--- src/rtl/latch_q_debounce.sv ---
// Synchronises the asynchronous latch output q_in into the clk domain, debounces it with a
// fixed stability window and reports a clean level, rise/fall pulses and a saturating
// count of accepted transitions.
module latch_q_debounce #(
  parameter int unsigned SYNC_STAGES   = 2,
  parameter int unsigned STABLE_CYCLES = 4,
  parameter int unsigned CNT_W         = 8
) (
  input  logic             clk,
  input  logic             reset,
  input  logic             q_in,
  input  logic             clr_count,
  output logic             level,
  output logic             rise,
  output logic             fall,
  output logic [CNT_W-1:0] toggle_count
);

  // Check counter must hold 0..STABLE_CYCLES.
  localparam int unsigned CntW = $clog2(STABLE_CYCLES + 1);
  // cnt_q == StableLast means this sample completes the window.
  localparam logic [CntW-1:0] StableLast = CntW'(STABLE_CYCLES - 1);
  localparam logic [CntW-1:0] CntOne     = CntW'(1);
  localparam logic [CNT_W-1:0] CountMax  = '1;
  localparam logic [CNT_W-1:0] CountOne  = CNT_W'(1);

  typedef enum logic [1:0] {
    StStableLow,
    StCheckHigh,
    StStableHigh,
    StCheckLow
  } state_e;

  state_e                  state_q, state_d;
  logic [SYNC_STAGES-1:0]  sync_q, sync_d;
  logic [CntW-1:0]         cnt_q, cnt_d;
  logic                    level_q, level_d;
  logic                    rise_q, rise_d;
  logic                    fall_q, fall_d;
  logic [CNT_W-1:0]        count_q, count_d;
  logic                    s;

  // Shift q_in through the synchroniser; only the last stage is used downstream.
  always_comb begin
    sync_d = {sync_q[SYNC_STAGES-2:0], q_in};
    s      = sync_q[SYNC_STAGES-1];
  end

  // Debounce FSM next state: a change is accepted after STABLE_CYCLES equal samples.
  always_comb begin
    state_d = state_q;
    cnt_d   = cnt_q;
    level_d = level_q;
    rise_d  = 1'b0;
    fall_d  = 1'b0;
    unique case (state_q)
      StStableLow: begin
        if (s) begin
          if (STABLE_CYCLES == 1) begin
            state_d = StStableHigh;
            level_d = 1'b1;
            rise_d  = 1'b1;
          end else begin
            state_d = StCheckHigh;
            cnt_d   = CntOne;
          end
        end
      end
      StCheckHigh: begin
        if (!s) begin
          state_d = StStableLow;
          cnt_d   = '0;
        end else if (cnt_q == StableLast) begin
          state_d = StStableHigh;
          cnt_d   = '0;
          level_d = 1'b1;
          rise_d  = 1'b1;
        end else begin
          cnt_d = cnt_q + CntOne;
        end
      end
      StStableHigh: begin
        if (!s) begin
          if (STABLE_CYCLES == 1) begin
            state_d = StStableLow;
            level_d = 1'b0;
            fall_d  = 1'b1;
          end else begin
            state_d = StCheckLow;
            cnt_d   = CntOne;
          end
        end
      end
      StCheckLow: begin
        if (s) begin
          state_d = StStableHigh;
          cnt_d   = '0;
        end else if (cnt_q == StableLast) begin
          state_d = StStableLow;
          cnt_d   = '0;
          level_d = 1'b0;
          fall_d  = 1'b1;
        end else begin
          cnt_d = cnt_q + CntOne;
        end
      end
    endcase
  end

  // Transition counter tracks the pulse being registered this edge; a clear that coincides
  // with a pulse keeps that pulse as the first count.
  always_comb begin
    count_d = count_q;
    if (rise_d || fall_d) begin
      if (clr_count) begin
        count_d = CountOne;
      end else if (count_q != CountMax) begin
        count_d = count_q + CountOne;
      end
    end else if (clr_count) begin
      count_d = '0;
    end
  end

  // All state and registered outputs, synchronous active-high reset.
  always_ff @(posedge clk) begin
    if (reset) begin
      sync_q  <= '0;
      state_q <= StStableLow;
      cnt_q   <= '0;
      level_q <= 1'b0;
      rise_q  <= 1'b0;
      fall_q  <= 1'b0;
      count_q <= '0;
    end else begin
      sync_q  <= sync_d;
      state_q <= state_d;
      cnt_q   <= cnt_d;
      level_q <= level_d;
      rise_q  <= rise_d;
      fall_q  <= fall_d;
      count_q <= count_d;
    end
  end

  assign level        = level_q;
  assign rise         = rise_q;
  assign fall         = fall_q;
  assign toggle_count = count_q;

endmodule

--- config.mk ---
export PLATFORM = sky130hd
export DESIGN_NAME = latch_q_debounce
export DESIGN_NICKNAME = d
export VERILOG_FILES = /design/src/rtl/latch_q_debounce.sv
export SDC_FILE = /design/constraint.sdc
export NUM_CORES = 1
export LEC_CHECK = 0
export CORE_MARGIN = 1.5
export CORE_UTILIZATION = 49
export DETAILED_ROUTE_END_ITERATION = 10
export PLACE_DENSITY = 0.76
export SKIP_LAST_GASP = 1
export SYNTH_ARGS = -nofsm -noshare
export SYNTH_HDL_FRONTEND = slang
export SYNTH_SLANG_ARGS = --single-unit
--- constraint.sdc ---
create_clock -name clk -period 1.8 [get_ports clk]
set_input_delay 0.36 -clock clk [delete_from_list [all_inputs] [get_ports clk]]
set_output_delay 0.36 -clock clk [all_outputs]
set_load 0.005 [all_outputs]
==> summary.txt <==
Status - complete, no violations
Startpoint Class - flop
Crit path max-delay cell type - clkdlybuf4s50_1
Reg clk slew, reported paths - 0.10 ns
Dpl hpwl - 1210 um
H-tree levels - 1
Post-Syn Nets - 96
Multi-input logic area - 409 um^2
Slew HR - 0.725
Die X - 43.3 um
Via Count - 715
Skew-Pair Late Insertion Delay - 0.30 ns
Max cap viols - 0
Core Area - 1510 um^2
Crit path time final - 1.67 ns
Area Overhead vs Synth - 25.6%
Fillers - 136
Initial antenna violation count - 0
CP delay by family, top - buffers and inverters
Pwr Density - 696 nW/um^2
RD Place Congestion - 0.829
Crit path buf inv count - 1
Area share of the largest cell type after synthesis - 0.453
# DRC - 0
Crit path largest cell delay - 0.55 ns
Top-level port count - 15
Vias per cell - 5.72
Cell Area, Synth - 796 um^2
Syn Area/Cell - 8.84 um^2
Clock buffer depth - 2
Share of cells above drive strength 1 - 0.0734
Post-route ant nets - 0
Die area - 1870 um^2
Nets - 116
Total CTS buffers - 3
F_max - 0.599 GHz
Die H - 43.3 um
Endpoint class of the critical path - output port
Port Buffers - 14
Synth warnings - 0
Setup TNS Final - 0 ns
WS Path Type - flop to output port
Global-route wire length before repair - 2760 um
Clk sinks - 18
Register area - 360 um^2
Synth area leader - dfxtp_1
Flops & latches, synth - 18
Post-synthesis sequential area ratio - 0.453
Leak Pwr - 0.397 nW
Worst EP required - 1.44 ns
Overflow after GRT - 0
Largest net degree at the start of global routing - 11
Synth cell types - 31
Ant. Diodes - 0
Cells after Synth - 90
CTS tree - built
CP arrival - 1.31 ns
Clock skew - 0.00444 ns
Post-CTS Hold Fix Bufs - 0
Hold Vio Cnt, Final - 0
Unrepaired setup endpoints after global routing - false
CTS root buf - clkbuf_4
Vias in the first global route - 628
Pins Over Slew Limit - 0
GRT Util Overall - 0.205
# rows - 14
Worst VDD drop - 0.464 mV
Part of the cycle the worst path needs - 0.927
Main area contributors after synthesis - dfxtp_1 (45%), nand2_1 (5.2%), nor2_1 (4.2%)
DP Worst Slack - 0.209 ns
Worst-path cell chain - clkdlybuf4s50_1
Setup ws final - 0.131 ns
Final setup vio count - 0
Worst Hold Class - flop to flop
CP Max Fanout - 7
Final WL - 1670 um
Initial Util - 0.528
Worst Tran Pin Value - 0.402 ns
1st-iter DRT viols - 11
Post-CTS Setup Inserts - 0
Routed length per placed instance - 13.3 um
Pre-antenna DRT Iters - 2
Pwr Total - 0.696 mW
# resized after CTS - 0
-- worst reg2reg max path: cells and delay by family, from the launching register on --
kind                     cells  cell delay, ns
adder cells (fa/ha/maj)      1            0.19
AND/OR/NAND/NOR              3            0.73
multiplexers                 1            0.18
flip-flops                   1            0.37
-- final cells by class --
cell class | instances | area share
Multi-Input combinational cell | 67 | 0.409
Sequential cell | 18 | 0.360
Tap cell | 16 | 0.0200
Timing Repair Buffer | 17 | 0.163
Clock buffer | 4 | 0.0363
Inverter | 3 | 0.0113
-- final timing paths --
kind,slack [ns],startpoint,endpoint,cells past startpoint
setup reg to reg,0.22,cnt_q[0]$_SDFFE_PP0P_,toggle_count[5]$_SDFFE_PP0P_,5
hold reg to reg,0.45,sync_q[0]$_SDFF_PP0_,sync_q[1]$_SDFF_PP0_,1
hold / removal,0.45,sync_q[0]$_SDFF_PP0_,sync_q[1]$_SDFF_PP0_,1
setup / recovery,0.13,toggle_count[3]$_SDFFE_PP0P_,toggle_count[3],1
-- state kept, by name, summed over array words and instances (netlist names), named ones only --
register	cells
sync_q	2
level	1
rise	1
fall	1
cnt_q	3
state_q	1
toggle_count	8
-- stage by stage --
step	hold slack (ns)	cell area, um^2	util	cells
after global routing	0.468	1000	0.664	125
after CTS	0.459	1000	0.664	125
after floorplan	0.414	796	-	90
after detailed placement	0.434	963	0.640	121
final	0.455	1000	0.664	125
after global placement	0.419	963	0.640	121
-- synth_stat cells --
| library cell | number |
|---|---|
| nor3_1 | 4 |
| nand4_1 | 1 |
| o211ai_1 | 1 |
| nor2b_1 | 2 |
| dfxtp_1 | 18 |
| a21oi_1 | 5 |
| xnor2_1 | 1 |
| a211oi_1 | 1 |
| a41o_1 | 1 |
| nand2_1 | 11 |
| nor3b_1 | 1 |
| clkbuf_1 | 1 |
| and3_1 | 3 |
| nand3b_1 | 2 |
| nand3_1 | 3 |
| and4_1 | 2 |
| or4_1 | 1 |
| o21bai_1 | 1 |
| and3b_1 | 1 |
| xor2_1 | 1 |
| ha_1 | 2 |
| o21a_1 | 1 |
| a31oi_1 | 2 |
| buf_6 | 1 |
| nor4b_1 | 2 |
| inv_1 | 3 |
| a31o_2 | 1 |
| o21ai_0 | 4 |
| nor2_1 | 9 |
| a2111oi_0 | 1 |
| mux2i_1 | 3 |
-- cells by family (layout without fill, tap and decap cells) --
logic type      Yosys count  in the layout  synth area share
flops                    18             18             0.453
buf+inv                   5             24            0.0330
mux                       3              3            0.0377
simple gates             42             42             0.278
compound gates           18             18             0.145
xor+xnor                  2              2            0.0220
fa+ha+maj                 2              2            0.0314
-- placed cells by master, fill, tap and decap left out, types with 2 or more instances in the layout --
cell type        instances
nor2_1                   9
and3_1                   3
clkdlybuf4s50_1         14
clkbuf_4                 3
a21oi_1                  5
and4_1                   2
buf_4                    3
nand2_1                 11
nand3_1                  3
a31oi_1                  2
nand3b_1                 2
nor4b_1                  2
nor3_1                   4
inv_1                    3
dfxtp_1                 18
o21ai_0                  4
mux2i_1                  3
nor2b_1                  2
ha_1                     2
-- metal layers --
layer	routed length [um]	global-route usage	up-vias
met4	47	0.164	0
li1	-	-	363
met1	776	0.253	337
met5	0	0	-
met3	56	0.0255	4
met2	787	0.319	11
-- power breakdown --
| group | internal [mW] | switching, mW | total, mW |
|---|---|---|---|
| clock | 0.123 | 0.126 | 0.249 |
| sequential | 0.404 | 0.00528 | 0.409 |
| combinational | 0.0199 | 0.0176 | 0.0374 |
| total | 0.547 | 0.148 | 0.696 |
(Power assumes the default switching activity.)
